===== src/rtl/hps_reset_pkg.sv =====
// rtl/hps_reset_pkg.sv - shared types and constants for the HPS reset sequencer
package hps_reset_pkg;

    typedef enum logic [2:0] {
        IDLE,
        PULSE,
        WAIT_ASSERT,
        WAIT_RELEASE,
        COOLDOWN
    } state_t;

    localparam logic [1:0] CAUSE_NONE  = 2'd0;
    localparam logic [1:0] CAUSE_COLD  = 2'd1;
    localparam logic [1:0] CAUSE_WARM  = 2'd2;
    localparam logic [1:0] CAUSE_DEBUG = 2'd3;

    // Width of the shared down-counter: wide enough for the largest value it is ever loaded with.
    function automatic int cnt_width(input int a, input int b, input int c, input int d, input int e);
        int m;
        m = a;
        if (b > m) m = b;
        if (c > m) m = c;
        if (d > m) m = d;
        if (e > m) m = e;
        return (m < 2) ? 1 : $clog2(m + 1);
    endfunction

endpackage


===== src/rtl/hps_rst_sync.sv =====
// rtl/hps_rst_sync.sv - two-flop synchroniser resetting to 1
module hps_rst_sync (
    input  logic clk,
    input  logic rst,
    input  logic i_async,
    output logic o_sync
);

    logic r_meta;
    logic r_sync;

    // Two-stage capture of the asynchronous level; idles high so a reset looks like "HPS released".
    always_ff @(posedge clk) begin
        if (rst) begin
            r_meta <= 1'b1;
            r_sync <= 1'b1;
        end else begin
            r_meta <= i_async;
            r_sync <= r_meta;
        end
    end

    assign o_sync = r_sync;

endmodule


===== src/rtl/hps_reset_sequencer.sv =====
// rtl/hps_reset_sequencer.sv - cold/warm/debug HPS reset arbiter and pulse stretcher; optional HPS_RST_CNT_EN grant counters
module hps_reset_sequencer
    import hps_reset_pkg::*;
#(
    parameter int COLD_LEN    = 6,
    parameter int WARM_LEN    = 2,
    parameter int DEBUG_LEN   = 32,
    parameter int ACK_TIMEOUT = 65535,
    parameter int COOLDOWN    = 16,
    parameter int CNT_W       = 8
) (
    input  logic             clk,
    input  logic             rst,
    input  logic             req_cold,
    input  logic             req_warm,
    input  logic             req_debug,
    input  logic             h2f_reset_n,
    input  logic             clear_err,
    output logic             cold_req_n,
    output logic             warm_req_n,
    output logic             debug_req_n,
    output logic             busy,
    output logic [1:0]       active_cause,
    output logic             timeout_err,
    output logic [CNT_W-1:0] cold_cnt,
    output logic [CNT_W-1:0] warm_cnt,
    output logic [CNT_W-1:0] debug_cnt
);

    localparam int CW = cnt_width(COLD_LEN - 1, WARM_LEN - 1, DEBUG_LEN - 1, ACK_TIMEOUT, COOLDOWN - 1);

    localparam logic [CW-1:0] LD_COLD  = CW'(COLD_LEN - 1);
    localparam logic [CW-1:0] LD_WARM  = CW'(WARM_LEN - 1);
    localparam logic [CW-1:0] LD_DEBUG = CW'(DEBUG_LEN - 1);
    localparam logic [CW-1:0] LD_ACK   = CW'(ACK_TIMEOUT - 1);
    localparam logic [CW-1:0] LD_COOL  = CW'(COOLDOWN - 1);

    // Bit order for request vectors: [0] cold, [1] warm, [2] debug.
    logic [2:0]    w_req;
    logic [2:0]    w_event;
    logic [2:0]    r_req_q;
    logic [2:0]    r_pending;
    logic [2:0]    w_pend_clr;

    state_t        r_state;
    state_t        w_state_nxt;
    logic [CW-1:0] r_cnt;
    logic [CW-1:0] w_cnt_nxt;
    logic [1:0]    r_cause;
    logic [1:0]    w_cause_nxt;
    logic [2:0]    r_req_n;
    logic [2:0]    w_req_n_nxt;
    logic          r_busy;
    logic          r_err;
    logic          w_timeout;
    logic          w_h2f_sync;

    hps_rst_sync u_h2f_sync (
        .clk     (clk),
        .rst     (rst),
        .i_async (h2f_reset_n),
        .o_sync  (w_h2f_sync)
    );

    assign w_req   = {req_debug, req_warm, req_cold};
    assign w_event = w_req & ~r_req_q;

    // Rising-edge history and pending requests; a new event beats a same-cycle grant clear.
    always_ff @(posedge clk) begin
        if (rst) begin
            r_req_q   <= 3'b111;
            r_pending <= 3'b000;
        end else begin
            r_req_q   <= w_req;
            r_pending <= (r_pending & ~w_pend_clr) | w_event;
        end
    end

    // Next-state, shared counter and registered-output values for the sequencer.
    always_comb begin
        w_state_nxt = r_state;
        w_cnt_nxt   = r_cnt;
        w_cause_nxt = r_cause;
        w_req_n_nxt = 3'b111;
        w_pend_clr  = 3'b000;
        w_timeout   = 1'b0;
        case (r_state)
            IDLE: begin
                w_cause_nxt = CAUSE_NONE;
                if (r_pending[0]) begin
                    // Cold supersedes everything queued behind it.
                    w_pend_clr  = 3'b111;
                    w_cause_nxt = CAUSE_COLD;
                    w_cnt_nxt   = LD_COLD;
                    w_req_n_nxt = 3'b110;
                    w_state_nxt = PULSE;
                end else if (r_pending[1]) begin
                    w_pend_clr  = 3'b010;
                    w_cause_nxt = CAUSE_WARM;
                    w_cnt_nxt   = LD_WARM;
                    w_req_n_nxt = 3'b101;
                    w_state_nxt = PULSE;
                end else if (r_pending[2]) begin
                    w_pend_clr  = 3'b100;
                    w_cause_nxt = CAUSE_DEBUG;
                    w_cnt_nxt   = LD_DEBUG;
                    w_req_n_nxt = 3'b011;
                    w_state_nxt = PULSE;
                end
            end
            PULSE: begin
                if (r_cnt == '0) begin
                    if (r_cause == CAUSE_DEBUG) begin
                        w_state_nxt = hps_reset_pkg::COOLDOWN;
                        w_cnt_nxt   = LD_COOL;
                    end else begin
                        w_state_nxt = WAIT_ASSERT;
                        w_cnt_nxt   = LD_ACK;
                    end
                end else begin
                    w_cnt_nxt = r_cnt - 1'b1;
                    case (r_cause)
                        CAUSE_COLD:  w_req_n_nxt = 3'b110;
                        CAUSE_WARM:  w_req_n_nxt = 3'b101;
                        CAUSE_DEBUG: w_req_n_nxt = 3'b011;
                        default:     w_req_n_nxt = 3'b111;
                    endcase
                end
            end
            WAIT_ASSERT: begin
                if (!w_h2f_sync) begin
                    w_state_nxt = WAIT_RELEASE;
                    w_cnt_nxt   = LD_ACK;
                end else if (r_cnt == '0) begin
                    w_timeout   = 1'b1;
                    w_state_nxt = hps_reset_pkg::COOLDOWN;
                    w_cnt_nxt   = LD_COOL;
                end else begin
                    w_cnt_nxt = r_cnt - 1'b1;
                end
            end
            WAIT_RELEASE: begin
                if (w_h2f_sync) begin
                    w_state_nxt = hps_reset_pkg::COOLDOWN;
                    w_cnt_nxt   = LD_COOL;
                end else if (r_cnt == '0) begin
                    w_timeout   = 1'b1;
                    w_state_nxt = hps_reset_pkg::COOLDOWN;
                    w_cnt_nxt   = LD_COOL;
                end else begin
                    w_cnt_nxt = r_cnt - 1'b1;
                end
            end
            hps_reset_pkg::COOLDOWN: begin
                if (r_cnt == '0) begin
                    w_state_nxt = IDLE;
                    w_cause_nxt = CAUSE_NONE;
                end else begin
                    w_cnt_nxt = r_cnt - 1'b1;
                end
            end
            default: begin
                w_state_nxt = IDLE;
                w_cause_nxt = CAUSE_NONE;
            end
        endcase
    end

    // State register plus the registered pulse, busy and cause outputs.
    always_ff @(posedge clk) begin
        if (rst) begin
            r_state <= IDLE;
            r_cnt   <= '0;
            r_cause <= CAUSE_NONE;
            r_req_n <= 3'b111;
            r_busy  <= 1'b0;
        end else begin
            r_state <= w_state_nxt;
            r_cnt   <= w_cnt_nxt;
            r_cause <= w_cause_nxt;
            r_req_n <= w_req_n_nxt;
            r_busy  <= (w_state_nxt != IDLE);
        end
    end

    // Sticky handshake-timeout flag; a fresh timeout beats a coincident clear.
    always_ff @(posedge clk) begin
        if (rst) begin
            r_err <= 1'b0;
        end else if (w_timeout) begin
            r_err <= 1'b1;
        end else if (clear_err) begin
            r_err <= 1'b0;
        end
    end

    assign cold_req_n   = r_req_n[0];
    assign warm_req_n   = r_req_n[1];
    assign debug_req_n  = r_req_n[2];
    assign busy         = r_busy;
    assign active_cause = r_cause;
    assign timeout_err  = r_err;

`ifdef HPS_RST_CNT_EN
    logic [CNT_W-1:0] r_cold_cnt;
    logic [CNT_W-1:0] r_warm_cnt;
    logic [CNT_W-1:0] r_debug_cnt;
    logic             w_grant;

    assign w_grant = (r_state == IDLE) && (w_state_nxt == PULSE);

    // Saturating per-cause grant counters.
    always_ff @(posedge clk) begin
        if (rst) begin
            r_cold_cnt  <= '0;
            r_warm_cnt  <= '0;
            r_debug_cnt <= '0;
        end else if (w_grant) begin
            if (w_cause_nxt == CAUSE_COLD && r_cold_cnt != '1) begin
                r_cold_cnt <= r_cold_cnt + 1'b1;
            end
            if (w_cause_nxt == CAUSE_WARM && r_warm_cnt != '1) begin
                r_warm_cnt <= r_warm_cnt + 1'b1;
            end
            if (w_cause_nxt == CAUSE_DEBUG && r_debug_cnt != '1) begin
                r_debug_cnt <= r_debug_cnt + 1'b1;
            end
        end
    end

    assign cold_cnt  = r_cold_cnt;
    assign warm_cnt  = r_warm_cnt;
    assign debug_cnt = r_debug_cnt;
`else
    assign cold_cnt  = '0;
    assign warm_cnt  = '0;
    assign debug_cnt = '0;
`endif

endmodule


===== config.mk =====
export PLATFORM = sky130hd
export DESIGN_NAME = hps_reset_sequencer
export DESIGN_NICKNAME = d
export VERILOG_FILES = /design/src/rtl/hps_reset_pkg.sv /design/src/rtl/hps_rst_sync.sv /design/src/rtl/hps_reset_sequencer.sv
export SDC_FILE = /design/constraint.sdc
export NUM_CORES = 1
export LEC_CHECK = 0
export CAP_MARGIN = 10
export CORE_AREA = 2 2 68 70
export DETAILED_ROUTE_END_ITERATION = 10
export DIE_AREA = 0 0 70 72
export PLACE_DENSITY = 0.78
export SLEW_MARGIN = 20
export SYNTH_ARGS = -nofsm -noshare
export SYNTH_HDL_FRONTEND = slang
export SYNTH_HIERARCHICAL = 1
export SYNTH_SLANG_ARGS = --single-unit

===== constraint.sdc =====
create_clock -name clk -period 2.8 [get_ports clk]
set_input_delay 0.42 -clock clk [delete_from_list [all_inputs] [get_ports clk]]
set_output_delay 0.42 -clock clk [all_outputs]
set_load 0.01 [all_outputs]

Word-level counts from Yosys, hierarchy flattened
Index checks and enable logic that the tools add are counted.
Storage, ports and cells
  flip-flop bits (word level): 34
  input bits: 7
Operators by class
  eq/ne operators: 10
  $add $sub $neg: 1
  reductions and logical operators: 8
  bitwise operators: 6
  multiplexer cells: 41
Operator list (count)
  two-way mux 16 bit: 9
  one-hot mux 16 bit (5 select lines): 1
  two-way mux 3 bit: 17
  zero test 16 bit: 1
  subtractor 16 x 1 -> 16 bit (second input constant): 1
  one-hot mux 3 bit (5 select lines): 1
  one-hot mux 3 bit (3 select lines): 1
  two-way mux 2 bit: 4
  bitwise AND 3 bit: 2
  == test 3 x 2 -> 1 bit (second input constant): 2
  NOT 3 bit: 2
  one-hot mux 2 bit (3 select lines): 1
  one-hot mux 3 bit (2 select lines): 1
  two-way mux 1 bit: 5
  nonzero test 5 bit: 1
  == test 2 bit (second input constant): 2
  != test 2 bit (second input constant): 2
  != test 4 bit (second input constant): 1
  == test 3 x 1 -> 1 bit (second input constant): 1
  == test 3 bit (second input constant): 1
  zero test 3 bit: 1
  bitwise OR 3 bit: 1
  AND reduction 3 bit: 1
  nonzero test 3 bit: 1
  other kinds (6): 6

Depth between registers and ports, before layout
Gate-level depths: netlist of the first run.
  depth in word-level cells: 7
  gate-level depth with buffers: 9

Modules after synthesis
Netlist of the first run, hierarchy kept.
Modules (own cells, without submodules)
  hps_reset_sequencer: instances 1, seq. area each 640.6 µm², area an instance 2163.3 µm², cells each 289
  hps_rst_sync: instances 1, seq. area each 40.0 µm², area an instance 52.6 µm², cells each 4

Worst setup path after synthesis of the first run
Ideal clock, no wire load.
  kind: reg2reg
  from: reg r_cnt[1]
  to: reg r_cnt[11]
  stages on the path, launching flop included: 9
  data required time: 2.671 ns
  setup time: 0.129 ns
  arrival: 2.053 ns
  clock period less this slack: 2.181 ns
  buffers on the path: 1
  slack: 0.619 ns
  cells stage by stage: dfxtp_1 inv_1 ha_1 or4b_4 nor4b_4 o21ai_2 nand3_1 buf_2 o32ai_1
Between the ends
  cells in the longest elaborated chain, start to end: 4
  elaborated cells on any way between the ends: 10
  those cells by class: 1 x add/sub; 1 x eq/ne; 6 x mux; 2 x reduce/logical
RTL lines
  start: declaration: RTL line hps_reset_sequencer.sv:47  | logic [CW-1:0] r_cnt;
  start signal: assignment: RTL line hps_reset_sequencer.sv:179  | r_cnt <= w_cnt_nxt;
  subtractor 16 x 1 -> 16 bit or zero test 16 bit (tied branches)
  two-way mux 16 bit: RTL line hps_reset_sequencer.sv:134, hps_reset_sequencer.sv:146
  two-way mux 16 bit (on tied branches): RTL line hps_reset_sequencer.sv:143, hps_reset_sequencer.sv:131
  one-hot mux 16 bit (5 select lines): RTL line hps_reset_sequencer.sv:87  | case (r_state)
Several ways; a longest one is shown, not always the timed one. The select of a mux whose other input is x is not followed.
A chain may end at the register's enable or synchronous reset.

Final worst setup path of the first run
  from: reg r_cnt[1]
  to: reg r_cnt[0]
Between the ends
  cells in the longest elaborated chain, start to end: 4
  elaborated cells on any way between the ends: 8
  those cells by class: 1 x eq/ne; 5 x mux; 2 x reduce/logical
RTL lines (RTL line)
  zero test 16 bit (*)
  two-way mux 16 bit: hps_reset_sequencer.sv:134, hps_reset_sequencer.sv:146
  two-way mux 16 bit (on tied branches): hps_reset_sequencer.sv:143, hps_reset_sequencer.sv:131
  one-hot mux 16 bit (5 select lines): hps_reset_sequencer.sv:87
Every way passes the cells marked *; elsewhere a longest branch is shown, timed or not.

==> impl_metrics.py, run 1 <==
metrics = {
    "floorplan": {
        "dieHeight_microns": 72,
        "ios": 38,
        "std_cell_rows": 24,
        "coreArea_sq_mm": 0.00426,
        "start_util_pct": 52.0,
        "dieArea_sq_mm": 0.00504,
        "fp.dieW_microns": 70,
    },
    "timing": {
        "worstMarginPinSlew_ns": 0.680,
        "fmax_mhz": 396,
        "hold_viol": 0,
        "worst_clock_skew_ns": 0.00766,
        "drv_slew": 0,
        "setup_violations": 0,
        "rsz0062_at_grt": "false",
        "fin_crit_sh_pct": 90.2,
        "whs_ns": 0.407,
        "relSlewSlack_pct": 54.2,
        "min_period_ns": 2.53,
        "fin_ws_ns": 0.274,
        "setup_tns_ns": 0,
    },
    "cts": {
        "htreeDepth": 2,
        "cts_max_path_buffers": 2,
        "cts_root_buffer": "clkbuf_8",
        "cts_setup_buffers": 0,
        "cts_buffers": 5,
        "cts_resized": 0,
        "clock_latency_ns": 0.29,
        "cts_tree": "yes",
        "postCtsHoldBufs": 0,
        "cts_sinks": 34,
        "clkTransAtPathRegs_ns": 0.07,
    },
    "synthesis": {
        "ys_seq_area_share_pct": 30.7,
        "async_flop_share_pct": 0,
        "synth_ff_type": "dfxtp_1",
        "netlist_area_sq_mm": 0.00222,
        "syn_avg_cell_area_sq_um": 7.56,
        "synth_edf_count": 0,
        "yosysWarnings": 6,
        "synth.distinct_cells": 60,
        "ys_seq_elements": 34,
        "syn_inst": 293,
    },
    "critical_path": {
        "criticalPathCategory": "reg -> reg",
        "crit_fanout": 13,
        "startpoint_type": "flip-flop",
        "end_kind": "flip-flop",
        "critical_path_arrival_ns": 2.70,
        "critPathRequiredTime_ns": 2.98,
    },
    "route": {
        "drt_wl_total_microns": 5400,
        "num_vias": 2185,
        "ant_nets": 0,
        "drt_iter0_drc": 318,
        "routedWlPerCell_microns": 15.0,
        "detail_route.vias_per_cell": 6.09,
        "drc": 0,
        "drt_pass1_iterations": 6,
    },
    "global_route": {
        "antenna_found_initial": 0,
        "grt_pass1_wl_microns": 9170,
        "grt_pass1_vias": 1967,
        "track_usage_pct": 22.2,
        "grt_overflow": 0,
        "grt_max_degree": 19,
    },
    "power_and_ir_drop": {
        "leakagePower_nw": 0.936,
        "ir_drop_mv": 0.461,
        "p_per_area_mw_per_mm2": 691,
    },
    "flow_run": {
        "max_cap_viol_count": 0,
    },
    "finish": {
        "layout_common_cells": "34 x dfxtp_1, 28 x nand2_1, 25 x nor2_1, 24 x conb_1, 20 x a21oi_1",
        "final_cells": 359,
        "nets": 315,
        "drive_gt1_share_pct": 10.7,
        "area_growth_syn_to_layout_pct": 9.49,
        "fillers": 414,
        "mostFrequentLayoutCell": "dfxtp_1",
        "antenna_cells": 0,
        "final_core_util_pct": 56.9,
    },
    "place": {
        "gp_congestion": 0.942,
        "hpwl_microns": 3910,
        "io_buffer_count": 13,
        "post-place-cells": 351,
        "preCtsSetupSlack_ns": 0.321,
    },
    "status": {
        "status": "complete, no violations",
    },
    "min_path": {
        "hp-class": "reg -> reg",
    },
}
worst max-delay path, stage by stage, from the launching register on:
cell and delay [ns]:
dfxtp_1 0.34, inv_1 0.11, ha_1 0.18, or4b_4 0.50, nor3_1 0.35, and2_1 0.29
a21o_2 0.33, a21oi_1 0.08, o221a_2 0.24
registers in the layout (all words and copies together) (netlist names):
name and flops:
timeout_err 1, r_req_q 3, active_cause 2, r_state 3, busy 1, u_h2f_sync/o_sync 1
r_pending 3, r_cnt 16, r_req_n 3, u_h2f_sync/r_meta 1
kinds of logic (layout without fill, tap and decap cells):
family,Yosys count,in the layout,synth area share (%)
flops,34,34,30.7
simple gates,114,114,27.3
compound gates,84,84,25.2
buf+inv,53,44,13.4
fa+ha+maj,2,2,1.13
xor+xnor,5,5,1.98
other cells,1,24,0.169
final timing paths:
path | slack (ns) | to | start | cells after the start
worst max-delay path | 0.27 | r_cnt[0]$_SDFFE_PP0P_ | r_cnt[1]$_SDFFE_PP0P_ | 8
worst min-delay path | 0.41 | u_h2f_sync/o_sync$_SDFF_PP1_ | u_h2f_sync/r_meta$_SDFF_PP1_ | 1
worst max register to register | 0.27 | r_cnt[0]$_SDFFE_PP0P_ | r_cnt[1]$_SDFFE_PP0P_ | 8
worst min register to register | 0.41 | u_h2f_sync/o_sync$_SDFF_PP1_ | u_h2f_sync/r_meta$_SDFF_PP1_ | 1
layer usage:
layer / share of wire [%] / GRT usage (%)
met5: 0 / 0
met4: 2.0 / 7.48
met3: 11 / 5.00
met2: 45 / 34.6
met1: 42 / 30.6
power breakdown:
group          switching, mW  internal [mW]  total [mW]
sequential            0.0416          0.515       0.557
clock                  0.182          0.248       0.430
combinational          0.424          0.265       0.689
metrics by stage:
stage / total power [mW] / area [sq um]
finish: 1.68 / 2430
CTS: 1.66 / 2430
global route: 1.77 / 2430
floorplan: 1.09 / 2300
global placement: 1.23 / 2320
detailed placement: 1.23 / 2320
area by class of cell:
type                       instances  area (sq um)  area share (%)
inverter                          15          56.3            2.32
sequential                        34           681            28.1
multi-input combinational        229          1320            54.6
tap                               52          65.1            2.68
clock buffer                       8           110            4.54
timing repair buffer              21           190            7.84
cells in the mapped netlist, types with 5 or more instances:
cell	count	area share, %
nand2_1	28	4.7
nor2_1	25	4.2
nor3_1	13	2.9
dfxtp_1	34	31
inv_1	15	2.5
o21ai_0	18	4.1
nand3_1	12	2.7
nor2b_1	6	1.7
clkbuf_1	10	1.7
a31oi_1	10	2.8
buf_4	24	8.1
a21oi_1	20	4.5
or2_2	5	1.4
Note: power is estimated with default switching activity, not from simulation.
==> run 2, diff against run 1 <==
ABC_AREA = 1   (was not set)
CORE_AREA = 2 2 69 71   (was 2 2 68 70)
DIE_AREA = 0 0 71 73   (was 0 0 70 72)
==> run 2 against run 1 <==
- area after synthesis increased by 4.0%
- sequential power decreased by 5.2%
- count of clock-buffer cells in the layout decreased by 3
- combinational power decreased by 38%
- setup slack improved by 0.38 ns
- critical path depth increased by 5
- hold slack improved by 0.010 ns
- total power decreased by 16%
==> impl_metrics.py, run 2 <==
metrics = {
    "timing": {
        "hold_viol": 0,
        "setup_tns_ns": 0,
        "relSlewSlack_pct": 59.6,
        "worstMarginPinSlew_ns": 0.604,
        "drv_slew": 0,
        "rsz0062_at_grt": "false",
        "min_period_ns": 2.14,
        "fin_ws_ns": 0.657,
        "whs_ns": 0.417,
        "setup_violations": 0,
        "worst_clock_skew_ns": 0.00924,
        "fin_crit_sh_pct": 76.5,
        "fmax_mhz": 467,
    },
    "cts": {
        "clock_latency_ns": 0.30,
        "cts_root_buffer": "clkbuf_8",
        "cts_setup_buffers": 0,
        "htreeDepth": 2,
        "postCtsHoldBufs": 0,
        "cts_resized": 0,
        "cts_max_path_buffers": 2,
        "cts_buffers": 5,
        "clkTransAtPathRegs_ns": 0.07,
        "cts_sinks": 34,
        "cts_tree": "yes",
    },
    "finish": {
        "fin_area_sq_mm": 0.00248,
        "mostFrequentLayoutCell": "nand2_1",
        "nets": 387,
        "final_core_util_pct": 54.6,
        "antenna_cells": 0,
        "final_cells": 433,
        "area_growth_syn_to_layout_pct": 7.50,
        "fillers": 449,
        "drive_gt1_share_pct": 11.6,
        "top_register": "r_cnt",
        "layout_common_cells": "114 x nand2_1, 40 x inv_1, 36 x nor2_1, 34 x dfxtp_1, 28 x nand3_1",
        "largest_reg_flops": 16,
    },
    "synthesis": {
        "synth.distinct_cells": 28,
        "synth_top_family_by_area": "simple AND/OR/NAND/NOR gates",
        "ys_seq_area_share_pct": 29.5,
        "synthMuxAreaShare_pct": 0,
        "synth_ff_type": "dfxtp_1",
        "async_flop_share_pct": 0,
        "syn_avg_cell_area_sq_um": 6.31,
        "yosys-top-cells-area": "dfxtp_1 30%, nand2_1 19%, buf_4 8.1%",
        "syn_inst": 365,
        "synth_edf_count": 0,
        "synthAdderAreaFrac_pct": 1.09,
        "synth_xor_area_share_pct": 1.90,
        "ys_seq_elements": 34,
        "synthSimpleGateAreaFrac_pct": 39.7,
        "yosysTopAreaCell": "dfxtp_1",
        "synth_compound_area_share_pct": 10.1,
        "synth_top_area_share_pct": 29.5,
        "synth_most_common_cell": "nand2_1",
        "synth.top_cells.by_count": "114 x nand2_1, 40 x inv_1, 36 x nor2_1",
        "netlist_area_sq_mm": 0.00230,
        "yosysWarnings": 6,
    },
    "global_route": {
        "grt_max_degree": 22,
        "antenna_found_initial": 0,
        "grt_pass1_vias": 1858,
        "grt_overflow": 0,
        "grt_pass1_wl_microns": 8360,
        "track_usage_pct": 20.4,
    },
    "power_and_ir_drop": {
        "ir_drop_mv": 0.271,
        "leakagePower_nw": 1.25,
        "p_per_area_mw_per_mm2": 571,
        "p_total_mw": 1.41,
    },
    "route": {
        "drt_iter0_drc": 175,
        "num_vias": 2141,
        "routedWlPerCell_microns": 11.4,
        "ant_nets": 0,
        "drt_pass1_iterations": 4,
        "drc": 0,
        "drt_wl_total_microns": 4940,
        "detail_route.vias_per_cell": 4.94,
    },
    "critical_path": {
        "criticalPathCategory": "reg -> reg",
        "critPathRequiredTime_ns": 3.04,
        "startpoint_type": "flip-flop",
        "crit_fanout": 21,
        "critical_path_arrival_ns": 2.38,
        "end_kind": "flip-flop",
    },
    "floorplan": {
        "dieArea_sq_mm": 0.00518,
        "ios": 38,
        "dieHeight_microns": 73,
        "start_util_pct": 50.8,
        "std_cell_rows": 25,
        "fp.dieW_microns": 71,
        "coreArea_sq_mm": 0.00454,
    },
    "flow_run": {
        "max_cap_viol_count": 0,
    },
    "place": {
        "post-place-cells": 425,
        "hpwl_microns": 3770,
        "io_buffer_count": 13,
        "preCtsSetupSlack_ns": 0.657,
        "place_area_sq_mm": 0.00236,
        "gp_congestion": 0.986,
    },
    "status": {
        "status": "complete, no violations",
    },
    "min_path": {
        "hp-class": "reg -> reg",
    },
}
## run 2: changes by cell type in the layout (fill, tap and decap cells not counted), moves of 9 or more
cell and change:
nand3_1 +16, inv_1 +25, nand2_1 +86, a31oi_1 -9, nor3_1 -11, nor2_1 +11
## run 2: critical path, cell delays in order (launching register included)
cell and delay [ns]:
dfxtp_1 0.34, inv_1 0.10, ha_1 0.24, inv_1 0.06, nor2_1 0.05, nand2_2 0.08
nor2_4 0.05, nand2_4 0.10, clkinv_4 0.08, nand2_2 0.06, nand2_2 0.24, nor2_2 0.43
nand2_1 0.14, a21oi_2 0.12
## run 2: final timing paths
check | start | endpoint | slack (ns) | depth (start not counted)
hold / removal | u_h2f_sync/r_meta$_SDFF_PP1_ | u_h2f_sync/o_sync$_SDFF_PP1_ | 0.42 | 2
hold reg to reg | u_h2f_sync/r_meta$_SDFF_PP1_ | u_h2f_sync/o_sync$_SDFF_PP1_ | 0.42 | 2
setup reg to reg | r_cnt[0]$_SDFFE_PP0P_ | r_cnt[8]$_SDFFE_PP0P_ | 0.66 | 13
setup / recovery | r_cnt[0]$_SDFFE_PP0P_ | r_cnt[8]$_SDFFE_PP0P_ | 0.66 | 13
## run 2: area by class of cell
type / instances / area, sq um / share of cell area [%]
Multi-Input combinational cell: 279 / 1310 / 52.8
Sequential cell: 34 / 681 / 27.5
Inverter: 44 / 170 / 6.87
Timing Repair Buffer: 14 / 138 / 5.56
Clock buffer: 5 / 68.8 / 2.78
Tap cell: 54 / 67.6 / 2.73
Clock inverter: 3 / 45.0 / 1.82
## run 2: logic make-up after synthesis
kind of cell	after synthesis
adder cells (fa/ha/maj)	2
buffers and inverters	75
AND/OR/NAND/NOR	207
AO/OA/AOI/OAI	41
XOR/XNOR	5
other	1
flip-flops	34
## run 2: power by group
part | leakage, nW | switching, mW | internal, mW
Sequential | 0.278 | 0.0204 | 0.508
Combinational | 0.919 | 0.282 | 0.144
Clock | 0.0504 | 0.194 | 0.265
## run 2: per-layer routing
layer	share of wire (%)	up-vias	GRT usage [%]	wire, microns
li1	-	1119	-	-
met1	47	955	27.4	2340
met2	45	54	31.2	2240
met3	5.0	13	4.83	245
met4	2.3	0	9.64	113
met5	0	-	0	0
